File: src/rtl/mips_io_pkg.sv
// mips_io_pkg: shared defaults and display mode type for the store-capture display path
package mips_io_pkg;
  localparam logic [31:0] DISP_ADDR_DEF = 32'h0000_0054;
  localparam int HIST_DEPTH_DEF = 8;
  typedef enum logic {LIVE, BROWSE} mode_t;
endpackage

File: src/rtl/hist_buffer.sv
// hist_buffer: circular history of captured values with one combinational read port addressed back from the newest entry
module hist_buffer #(
  parameter int DEPTH = 8,
  localparam int AW = $clog2(DEPTH)
) (
  input  logic          clk,
  input  logic          reset,
  input  logic          we,
  input  logic [31:0]   wdata,
  input  logic [AW-1:0] rd_off,
  output logic [31:0]   rdata,
  output logic [AW:0]   count
);
  logic [31:0] mem [DEPTH];
  logic [AW-1:0] wr_ptr;
  logic [AW-1:0] rd_ptr;
  // storage is not reset; only entries below count carry meaning
  always_ff @(posedge clk)
    if (we) mem[wr_ptr] <= wdata;
  // pointer wraps on power-of-two depth, count saturates once the oldest entry starts being overwritten
  always_ff @(posedge clk or negedge reset)
    if (!reset) begin
      wr_ptr <= '0;
      count <= '0;
    end else if (we) begin
      wr_ptr <= wr_ptr + AW'(1);
      count <= (count == (AW+1)'(DEPTH)) ? count : count + (AW+1)'(1);
    end
  // offset 0 is the newest entry, offset n the n-th older one
  always_comb begin
    rd_ptr = wr_ptr - rd_off - AW'(1);
    rdata = mem[rd_ptr];
  end
endmodule

File: src/rtl/io_store_capture.sv
// io_store_capture: captures core stores to the display address, keeps a browsable history and drives the display registers
module io_store_capture
  import mips_io_pkg::*;
#(
  parameter logic [31:0] DISP_ADDR = DISP_ADDR_DEF,
  parameter int HIST_DEPTH = HIST_DEPTH_DEF,
  localparam int AW = $clog2(HIST_DEPTH)
) (
  input  logic          clk,
  input  logic          reset,
  input  logic          memwrite,
  input  logic [31:0]   dataadr,
  input  logic [31:0]   writedata,
  input  logic          step,
  input  logic          resume,
  output logic [31:0]   disp_value,
  output logic [AW-1:0] disp_index,
  output logic          browse,
  output logic [AW:0]   hist_count,
  output logic          pending,
  output logic [15:0]   write_count
);
  mode_t mode;
  logic [31:0] live_value;
  logic [31:0] rdata;
  logic cap;
  logic [AW-1:0] next_idx;
  logic [AW-1:0] rd_off;
  // capture decode and the history entry a step would show next
  always_comb begin
    cap = memwrite && (dataadr == DISP_ADDR);
    next_idx = (({1'b0, disp_index} + (AW+1)'(1)) == hist_count) ? '0 : disp_index + AW'(1);
    rd_off = (mode == LIVE) ? '0 : next_idx;
    browse = (mode == BROWSE);
  end
  hist_buffer #(.DEPTH(HIST_DEPTH)) u_hist (
    .clk(clk),
    .reset(reset),
    .we(cap && mode == LIVE),
    .wdata(writedata),
    .rd_off(rd_off),
    .rdata(rdata),
    .count(hist_count)
  );
  // mode machine with live register, capture counter and registered display outputs; resume wins over step
  always_ff @(posedge clk or negedge reset)
    if (!reset) begin
      mode <= LIVE;
      live_value <= '0;
      write_count <= '0;
      disp_value <= '0;
      disp_index <= '0;
      pending <= 1'b0;
    end else begin
      if (cap) begin
        live_value <= writedata;
        write_count <= write_count + 16'd1;
      end
      if (resume) begin
        mode <= LIVE;
        pending <= 1'b0;
        disp_index <= '0;
        disp_value <= cap ? writedata : live_value;
      end else if (mode == LIVE) begin
        if (step && hist_count != '0) begin
          mode <= BROWSE;
          disp_index <= '0;
          disp_value <= rdata;
        end else if (cap) disp_value <= writedata;
      end else begin
        if (cap) pending <= 1'b1;
        if (step) begin
          disp_index <= next_idx;
          disp_value <= rdata;
        end
      end
    end
endmodule

File: config.mk
export PLATFORM = sky130hd
export DESIGN_NAME = io_store_capture
export DESIGN_NICKNAME = d
export VERILOG_FILES = /design/src/rtl/mips_io_pkg.sv /design/src/rtl/hist_buffer.sv /design/src/rtl/io_store_capture.sv
export SDC_FILE = /design/constraint.sdc
export NUM_CORES = 1
export LEC_CHECK = 0
export CAP_MARGIN = 5
export CORE_MARGIN = 1.5
export CORE_UTILIZATION = 45
export CTS_CLUSTER_SIZE = 16
export DETAILED_ROUTE_END_ITERATION = 7
export PLACE_DENSITY = 0.77
export REMOVE_ABC_BUFFERS = 1
export SLEW_MARGIN = 20
export SYNTH_ARGS = -nofsm -noshare
export SYNTH_HDL_FRONTEND = slang
export SYNTH_HIERARCHICAL = 1
export SYNTH_SLANG_ARGS = --single-unit
export TNS_END_PERCENT = 50
File: constraint.sdc
create_clock -name clk -period 3.69 [get_ports clk]
set_input_delay 0.9225 -clock clk [delete_from_list [all_inputs] [get_ports clk]]
set_output_delay 0.9225 -clock clk [all_outputs]
set_load 0.1 [all_outputs]
==> flow_summary.ini, run 1 <==
[synthesis]
netlist_instances = 772
synth-edff-count = 256
yosys_register_bits = 348
post_synth_instance_area_um2 = 14600
synth-main-ff-cell = edfxtp_1
syn_avg_cell_area_um2 = 19.0
yosysUniqueCellTypes = 50
synth_warnings = 6
ys_async_sr_fraction = 0.264
share_of_synthesized_area_occupied_by_flip_flops_and_latches = 0.683

[placed_design]
placedCellCount = 1333
place.gp.congestion = 0.754
dp_hpwl_mm = 19.3
numPortBuffers = 125

[grt]
grt_max_degree = 51
track_usage = 0.191
grt_overflow = 0
grt_use_met1 = 0.252
antenna_violations_before_repair = 1
global_route_hottest_layer = met2
met2_layer_usage_reported_by_global_route = 0.323
grt_first_pass_wirelength_mm = 48.3
met3_usage = 0.0312
first_global_vias = 8172

[setup_path]
setup.worst_path.start_class = flop
setup.worst_path.end_class = flop
path_max_fanout = 23
cp_data_arrival_time_ps = 3900
r2r_slack_ps = 170
timing.setup.critical_path_class = reg2reg
worst_ep_required_time_ps = 4070

[sta]
fin_worst_hold_slack_ps = 397
relSlewSlack = 0.345
report.final.slew_viol_count = 0
finalCriticalPeriod_ps = 3520
timing.clock.skew_ps = 9.13
finalSetupViolCount = 0
worstMarginPinSlew_ps = 980
setup_repair_after_global_routing_missed_its_margin = false
period_share = 0.954
setup_tns_ps = 0
hold_viol_final = 0
highest_clock_rate_mhz = 284

[final_layout]
most-common-layout-cells = edfxtp_1 (256), dfrtp_1 (92), clkdlybuf4s50_1 (75), buf_4 (75), mux2i_1 (63)
layout.filler_cells = 2339
final_layout_size_suffix_gt1_frac = 0.275
final-instance-count-excl-fill = 1400
layout.cells.most_common = edfxtp_1
utilization = 0.564
nets = 1013
flow.area_growth_from_synthesis_pct = 22.5
antenna_cells_inserted = 0

[clock_tree]
clock_tree_from_tritoncts = done
cts_htree_levels = 2
clk_root_buffer_cell = clkbuf_16
max-clock-path-buffers = 3
cts.clk_slew.worst_paths_ps = 60
cts.sink_count = 348
tritoncts.num_buffers = 37
clock_latency_on_the_worst_skew_pair_ps = 520
cts-hold-fix-buffers = 0

[die]
initial_core_util = 0.460
core-area_um2 = 31800
dieArea_um2 = 33600
boundaryPins = 126
die_w_um = 183
die_h_um = 183
floorplan.rows = 65

[power_and_ir_drop]
pwr-share-clk = 0.446
seq_power_share = 0.497
totalPowerFinal_mw = 8.54
cellInternalPower_mw = 6.72
powerDensity_nw_per_um2 = 477
power.share.combinational = 0.057
total_leakage_power_nw = 7.10
power.ir.vdd_worst_mv = 0.269
switching_power_as_a_share_of_total_power = 0.214
power.net_switching_mw = 1.83

[routing]
drcViolationCount = 0
drt_iter0_drc = 536
detail_route.vias_per_cell = 5.47
detailedRoute.firstPassIterationCount = 5
total_via_count_after_detailed_routing = 7657
detail_route.wirelength_mm = 30.8
drt-wirelength-per-cell_um = 22.0
ant_nets = 0

[run]
cap_viol_max_count = 0

[run_status]
outcome = finished, final reports clean

[min_path]
timing.hold.worst.class = in2async
[final cells by class]
class	count	area [um2]	share of cell area
sequential	348	9990	0.557
multi-input combinational	345	4310	0.241
timing repair buffer	169	1680	0.0937
clock buffer	48	1040	0.0580
tap	435	544	0.0304
clock inverter	19	221	0.0124
inverter	36	135	0.00754
[worst max-delay path: stages (launching register included)]
cell and delay (ps):
dfrtp_1 420, ha_1 250, xnor2_2 170, xnor2_1 160, o41ai_2 420, nor2_1 70
inv_1 100, ha_4 290, buf_12 240, mux4_1 620, mux2_4 300, mux2i_1 220
a221oi_2 100
[cells in the mapped netlist (4+ instances only)]
| library cell | n | area [um2] |
|---|---|---|
| ha_1 | 6 | 75.1 |
| inv_1 | 36 | 135 |
| dfrtp_1 | 92 | 2300 |
| nand4_1 | 7 | 43.8 |
| xnor2_1 | 21 | 184 |
| buf_6 | 13 | 146 |
| mux4_1 | 36 | 946 |
| buf_2 | 8 | 40.0 |
| nor4_1 | 4 | 25.0 |
| mux2_4 | 26 | 390 |
| edfxtp_1 | 256 | 7690 |
| buf_4 | 4 | 30.0 |
| nor3_1 | 35 | 175 |
| clkbuf_1 | 15 | 56.3 |
| mux2_2 | 11 | 124 |
| nand3_1 | 10 | 50.1 |
| mux4_2 | 28 | 631 |
| and3_1 | 7 | 43.8 |
| nor2_1 | 14 | 52.6 |
| a221oi_2 | 30 | 450 |
| nand2_1 | 10 | 37.5 |
| mux2i_1 | 63 | 631 |
[cell families (layout without fill, tap and decap cells)]
family                     Yosys count  after routing  share of synthesized area
muxes                              164            164                      0.186
AOI/OAI and AO/OA                   42             42                     0.0388
and+or+nand+nor                    106            106                     0.0399
xor gates and xnor gates            26             26                     0.0166
DFF                                348            348                      0.683
buffers and inverters               79            272                     0.0297
adders and majority gates            7              7                    0.00650
[what timing repair did]
action	4_1_cts	5_1_grt
buffers inserted	0	0
gates resized for setup	0	1
setup endpoints to repair	0	1
[path summary, 6_finish.rpt]
kind / cells past startpoint / to / start
setup / recovery: 12 / disp_value[3]$_DFFE_PN0P_ / disp_index[1]$_DFFE_PN0P_
hold / removal: 1 / write_count[10]$_DFFE_PN0P_ / reset
setup reg to reg: 12 / disp_value[3]$_DFFE_PN0P_ / disp_index[1]$_DFFE_PN0P_
hold reg to reg: 1 / write_count[15]$_DFFE_PN0P_ / write_count[15]$_DFFE_PN0P_
max in group asynchronous: 2 / live_value[10]$_DFF_PN0_ / reset
min in group clk: 1 / write_count[15]$_DFFE_PN0P_ / write_count[15]$_DFFE_PN0P_
[layer usage]
metal  share of wire  up-vias
met5         0.00036        -
met4           0.024        2
met3           0.050       62
met2            0.51      240
met1            0.42     3939
li1                -     3414
[metrics by stage]
step                      cell area (um2)  setup WS (ps)
after detailed placement            16700          -61.7
after global routing                17900           3.52
after floorplan                     14300          -1940
after CTS                           17900            114
final                               17900            171
after global placement              16700          -15.1
[power groups by stage]
stage | registers [mW] | logic, mW | clock network, mW
final | 4.25 | 0.488 | 3.81
after global routing | 4.25 | 0.514 | 4.06
after CTS | 4.25 | 0.494 | 3.89
after detailed placement | 4.33 | 0.492 | 0
after global placement | 4.33 | 0.483 | 0
after floorplan | 4.52 | 0.0755 | 0
[registers in the layout, indices dropped and copies added, names as in the netlist]
register,flops
live_value,32
browse,1
u_hist/mem,256
write_count,16
disp_index,3
disp_value,32
u_hist/wr_ptr,3
u_hist/count,4
pending,1
No activity file was read; power rests on OpenSTA's default activity.
==> run 2, diff against run 1 <==
CTS_CLUSTER_DIAMETER = 40   (was default)
==> run 2 against run 1 <==
- worst setup slack better by 19 ps
- critical path depth stayed put
- clock power rose by 2%
- maximum frequency increased by 0.56%
- critical endpoint unchanged
==> flow_summary.ini, run 2 (synthesized netlist as in run 1, its figures left out) <==
[setup_path]
timing.setup.critical_path_class = reg2reg
cp_data_arrival_time_ps = 3880
setup.worst_path.start_class = flop
critPathBufInv = 2
cp_top_family = multiplexers
setup.worst_path.end_class = flop
cpMostUsedCell = xnor2_1
slowest_stage_delay_on_critical_path_ps = 620
worst_ep_required_time_ps = 4070
cells_along_the_critical_path = ha_1 -> xnor2_1 -> xnor2_1 -> o41ai_2 -> nor2_1 -> inv_1 -> ha_4 -> buf_12 -> mux4_1 -> mux2_4 -> mux2i_1 -> a221oi_2
path_max_fanout = 23
critical-path-slowest-cell = mux4_1

[final_layout]
largest_registers = u_hist/mem: 256 flops, disp_value: 32 flops, live_value: 32 flops
layout.cell_area.non_filler_um2 = 18000
layout.cells.most_common = edfxtp_1
final_layout_size_suffix_gt1_frac = 0.285
antenna_cells_inserted = 0
number_of_flip_flops_in_the_largest_register = 256
layout.filler_cells = 2328
most-common-layout-cells = edfxtp_1 (256), dfrtp_1 (92), clkdlybuf4s50_1 (75), buf_4 (75), mux2i_1 (63)
utilization = 0.566
largest-register = u_hist/mem
flow.area_growth_from_synthesis_pct = 22.9
nets = 1016

[grt]
grt_max_degree = 51
first_global_vias = 8080
grt_first_pass_wirelength_mm = 47.8
grt_overflow = 0
track_usage = 0.188
antenna_violations_before_repair = 1

[sta]
hold_viol_final = 0
setup_repair_after_global_routing_missed_its_margin = false
finalSetupViolCount = 0
highest_clock_rate_mhz = 286
relSlewSlack = 0.347
finalCriticalPeriod_ps = 3500
timing.clock.skew_ps = 14.6
period_share = 0.948
worstMarginPinSlew_ps = 977
report.final.slew_viol_count = 0

[routing]
detail_route.wirelength_mm = 30.3
ant_nets = 0
detailedRoute.firstPassIterationCount = 5
total_via_count_after_detailed_routing = 7646
drt_iter0_drc = 630
drt-wirelength-per-cell_um = 21.6
detail_route.vias_per_cell = 5.44
drcViolationCount = 0

[run_status]
outcome = finished, final reports clean

[clock_tree]
cts_htree_levels = 2
post-cts-setup-buffer-count = 0
max-clock-path-buffers = 3
clock_tree_from_tritoncts = done
cts.clk_slew.worst_paths_ps = 60
cts.sink_count = 348
clock_latency_on_the_worst_skew_pair_ps = 520
ctsResizeCount = 0
tritoncts.num_buffers = 40
cts-hold-fix-buffers = 0
clk_root_buffer_cell = clkbuf_16

[power_and_ir_drop]
powerDensity_nw_per_um2 = 480
power.ir.vdd_worst_mv = 0.283
total_leakage_power_nw = 7.12

[placed_design]
placed_cell_area_um2 = 16700
dp_hpwl_mm = 19.3
place.gp.congestion = 0.754
numPortBuffers = 125

[die]
die_w_um = 183
floorplan.rows = 65
boundaryPins = 126
core-area_um2 = 31800
die_h_um = 183
initial_core_util = 0.460
dieArea_um2 = 33600

[min_path]
timing.hold.worst.class = in2async

[run]
cap_viol_max_count = 0
run 2: worst paths after layout:
check,startpoint,cells after the start,slack [ps],endpoint
max,disp_index[1]$_DFFE_PN0P_,12,190,disp_value[3]$_DFFE_PN0P_
min,reset,1,380,write_count[10]$_DFFE_PN0P_
max reg2reg,disp_index[1]$_DFFE_PN0P_,12,190,disp_value[3]$_DFFE_PN0P_
min reg2reg,write_count[15]$_DFFE_PN0P_,1,480,write_count[15]$_DFFE_PN0P_
max in group asynchronous,reset,2,2610,live_value[10]$_DFF_PN0_
min in group clk,write_count[15]$_DFFE_PN0P_,1,480,write_count[15]$_DFFE_PN0P_
run 2: layout make-up:
class / count / area (um2) / share of cell area
Sequential cell: 348 / 9990 / 0.555
Multi-Input combinational cell: 345 / 4310 / 0.239
Timing Repair Buffer: 169 / 1680 / 0.0933
Clock buffer: 42 / 1030 / 0.0572
Tap cell: 435 / 544 / 0.0303
Clock inverter: 30 / 303 / 0.0168
Inverter: 36 / 135 / 0.00751
run 2: report_power, final:
group	switching, mW	internal [mW]	total, mW	leakage, nW
clock	1.70	2.20	3.90	0.647
sequential	0.0161	4.23	4.25	3.55
combinational	0.343	0.144	0.487	2.93
total	2.06	6.57	8.64	7.12
run 2: through the flow:
stage               std cells  hold slack (ps)  total power, mW  setup slack [ps]  setup TNS, ps
floorplan                 729              446             4.59             -1940        -317890
global placement         1333              465             4.81             -15.1           -581
detailed placement       1333              479             4.82             -61.7          -4020
CTS                      1405              399             8.73               161              0
global route             1405              429             8.92              46.2              0
finish                   1405              385             8.64               191              0
run 2: routing by layer:
| metal | vias up | track usage | part of all wire |
|---|---|---|---|
| li1 | 3445 | - | - |
| met1 | 3951 | 0.250 | 0.43 |
| met2 | 206 | 0.322 | 0.51 |
| met3 | 42 | 0.0318 | 0.046 |
| met4 | 2 | 0.0495 | 0.016 |
| met5 | - | 0 | 0.00043 |
run 2: worst register-to-register path: stages, from the launching register on:
cell and delay, ps:
dfrtp_1 420, ha_1 240, xnor2_1 250, xnor2_1 110, o41ai_2 390, nor2_1 70
inv_1 100, ha_4 290, buf_12 240, mux4_1 650, mux2_4 300, mux2i_1 210
a221oi_2 100
==> run 3, diff against run 2 <==
--- a/config.mk
+++ b/config.mk
@@ -12,4 +12,5 @@
 export CTS_CLUSTER_SIZE = 16
 export DETAILED_ROUTE_END_ITERATION = 7
+export HOLD_SLACK_MARGIN = 0.02
 export PLACE_DENSITY = 0.77
 export REMOVE_ABC_BUFFERS = 1
@@ -17,5 +18,4 @@
 export SYNTH_ARGS = -nofsm -noshare
 export SYNTH_HDL_FRONTEND = slang
-export SYNTH_HIERARCHICAL = 1
 export SYNTH_SLANG_ARGS = --single-unit
 export TNS_END_PERCENT = 50
==> constraint.sdc (replaced) <==
create_clock -name clk -period 3.69 [get_ports clk]
set_input_delay 0.738 -clock clk [delete_from_list [all_inputs] [get_ports clk]]
set_output_delay 0.738 -clock clk [all_outputs]
set_load 0.1 [all_outputs]
==> run 3 against run 2 <==
- flip-flop and latch count is the same
- via count grew 14%
- worst hold slack lost 67 ps
- first-iteration DRC count grew 13%
- routed wire length grew 10%
- area after synthesis shrank 0.47%
==> flow_summary.ini, run 3 <==
[grt]
antenna_violations_before_repair = 1
grt_max_degree = 63
grt_first_pass_wirelength_mm = 52.2
grt_overflow = 0
first_global_vias = 9015
track_usage = 0.205

[placed_design]
dp_hpwl_mm = 20.3
numPortBuffers = 125
placedCellCount = 1468
placed_cell_area_um2 = 16700
place.gp.congestion = 0.774

[synthesis]
synth_area_leader_cell = edfxtp_1
share_of_synthesized_area_occupied_by_flip_flops_and_latches = 0.686
syn_avg_cell_area_um2 = 15.4
synth-main-ff-cell = edfxtp_1
post_synth_main_area_contributors = edfxtp_1 (53%), dfrtp_1 (16%), mux4_2 (9.9%)
yosys_register_bits = 348
netlist_instances = 947
post_synth_instance_area_um2 = 14600
synthDominantCellAreaShare = 0.528
synth_warnings = 0
post-synth-top-count-cell = edfxtp_1
ys_async_sr_fraction = 0.264
synth.top_cells.by_count = edfxtp_1 (256), nand2_1 (202), dfrtp_1 (92)
yosysUniqueCellTypes = 52
synth-edff-count = 256

[setup_path]
worst_ep_required_time_ps = 4100
setup.worst_path.start_class = flop
timing.setup.critical_path_class = reg2reg
worst-r2r-cell-count = 14
setup.worst_path.end_class = flop
r2r_slack_ps = 220
cp_data_arrival_time_ps = 3880
path_max_fanout = 13
critical_path.reg2reg.startpoint = disp_index[1]$_DFFE_PN0P_
rr_endpoint = disp_value[29]$_DFFE_PN0P_

[power_and_ir_drop]
totalPowerFinal_mw = 8.49
total_leakage_power_nw = 6.56
powerDensity_nw_per_um2 = 468
power.ir.vdd_worst_mv = 0.431

[clock_tree]
ctsResizeCount = 0
cts_htree_levels = 2
tritoncts.num_buffers = 41
max-clock-path-buffers = 3
clk_root_buffer_cell = clkbuf_16
clock_tree_from_tritoncts = done
cts.sink_count = 348
cts.clk_slew.worst_paths_ps = 60
post-cts-setup-buffer-count = 0
cts-hold-fix-buffers = 0
clock_latency_on_the_worst_skew_pair_ps = 530

[final_layout]
largest-register = u_hist.mem
number_of_flip_flops_in_the_largest_register = 256
largest_registers = u_hist.mem: 256 flops, disp_value: 32 flops, live_value: 32 flops
nets = 1185
final_layout_size_suffix_gt1_frac = 0.219
most-common-layout-cells = edfxtp_1 (256), nand2_1 (202), clkdlybuf4s50_1 (122)
layout.cell_area.non_filler_um2 = 18100
flow.area_growth_from_synthesis_pct = 24.4
final-instance-count-excl-fill = 1545
layout.cells.most_common = edfxtp_1

[sta]
relSlewSlack = 0.295
worstMarginPinSlew_ps = 1050
hold_viol_final = 0
timing.clock.skew_ps = 13.9
finalCriticalPeriod_ps = 3470
highest_clock_rate_mhz = 288
finalSetupViolCount = 0
period_share = 0.941
setup_repair_after_global_routing_missed_its_margin = false
report.final.slew_viol_count = 0

[routing]
drt_iter0_drc = 714
total_via_count_after_detailed_routing = 8739
drt-wirelength-per-cell_um = 21.7
detail_route.vias_per_cell = 5.66
detailedRoute.firstPassIterationCount = 5
detail_route.wirelength_mm = 33.5
drcViolationCount = 0
ant_nets = 0

[die]
die_h_um = 183
core-area_um2 = 31700
initial_core_util = 0.459
dieArea_um2 = 33500
floorplan.rows = 65
boundaryPins = 126
die_w_um = 183

[min_path]
timing.hold.worst.class = in2async

[run]
cap_viol_max_count = 0

[run_status]
outcome = finished, final reports clean
==> run 3: cell count changes after synthesis, sizes merged, moves of 16 or more <==
cell,previous run,this run
a221oi,31,0
buf,28,12
clkbuf,15,37
inv,36,7
mux2i,63,11
nand2,10,202
nand3,10,60
nand4,7,33
==> run 3: cells by family (layout without fill, tap and decap cells) <==
family,after synthesis,after routing,synth area share
flops,348,348,0.686
buf+inv,56,251,0.0166
other cells,0,1,0
fa+ha+maj,7,7,0.00653
xor+xnor,26,26,0.0182
simple gates,377,377,0.125
compound gates,28,28,0.0139
mux,105,105,0.134
==> run 3: through the flow <==
step	TNS [ps]	hold slack, ps	setup WS [ps]	util
after global placement	0	442	246	0.525
final	0	318	218	0.571
after global routing	0	377	17.9	0.571
after detailed placement	0	448	163	0.526
after floorplan	-420650	430	-3360	-
after CTS	0	343	135	0.571
==> run 3: worst max path at each step <==
stage	cells after the start	startpoint	end
2_1_floorplan	6	dataadr[26]	disp_value[30]$_DFFE_PN0P_
3_3_place_gp	7	dataadr[16]	u_hist.mem[4][4]$_DFFE_PP_
3_5_place_dp	13	disp_index[1]$_DFFE_PN0P_	disp_value[2]$_DFFE_PN0P_
4_1_cts	13	disp_index[1]$_DFFE_PN0P_	disp_value[1]$_DFFE_PN0P_
5_1_grt	14	disp_index[1]$_DFFE_PN0P_	disp_value[29]$_DFFE_PN0P_
6_report	14	disp_index[1]$_DFFE_PN0P_	disp_value[29]$_DFFE_PN0P_
==> run 3: worst max-delay path, cell delays in order (launching register included) <==
cell	delay, ps
dfrtp_1	410
ha_2	270
xor2_2	180
and3_4	210
nor2_1	40
o41a_1	420
nand2b_1	130
ha_4	150
fa_2	540
buf_4	250
mux4_2	320
nor3_1	180
mux2i_1	110
nand2_1	70
o21ai_0	60
==> run 3: cell type report <==
class / instances / area, um2
diodes: 1 / 2.50
clock buffers: 47 / 1110
clock inverters: 29 / 314
fillers: 2391 / 13600
inverters: 7 / 26.3
multi-input cells: 543 / 4460
flip-flops and latches: 348 / 9990
well taps: 402 / 503
repair buffers: 168 / 1720
==> run 3: routing by layer <==
layer  up-vias  wire (um)  global-route usage
met5         -          0                   0
met4         0       1020              0.0770
met3        74       1860              0.0316
met2       306      16900               0.344
met1      4425      13700               0.272
li1       3934          -                   -
==> run 3: where the power goes <==
group	switching [mW]	internal, mW
clock network	1.76	2.35
registers	0.00000000585	4.21
logic	0.106	0.0732
total	1.86	6.62
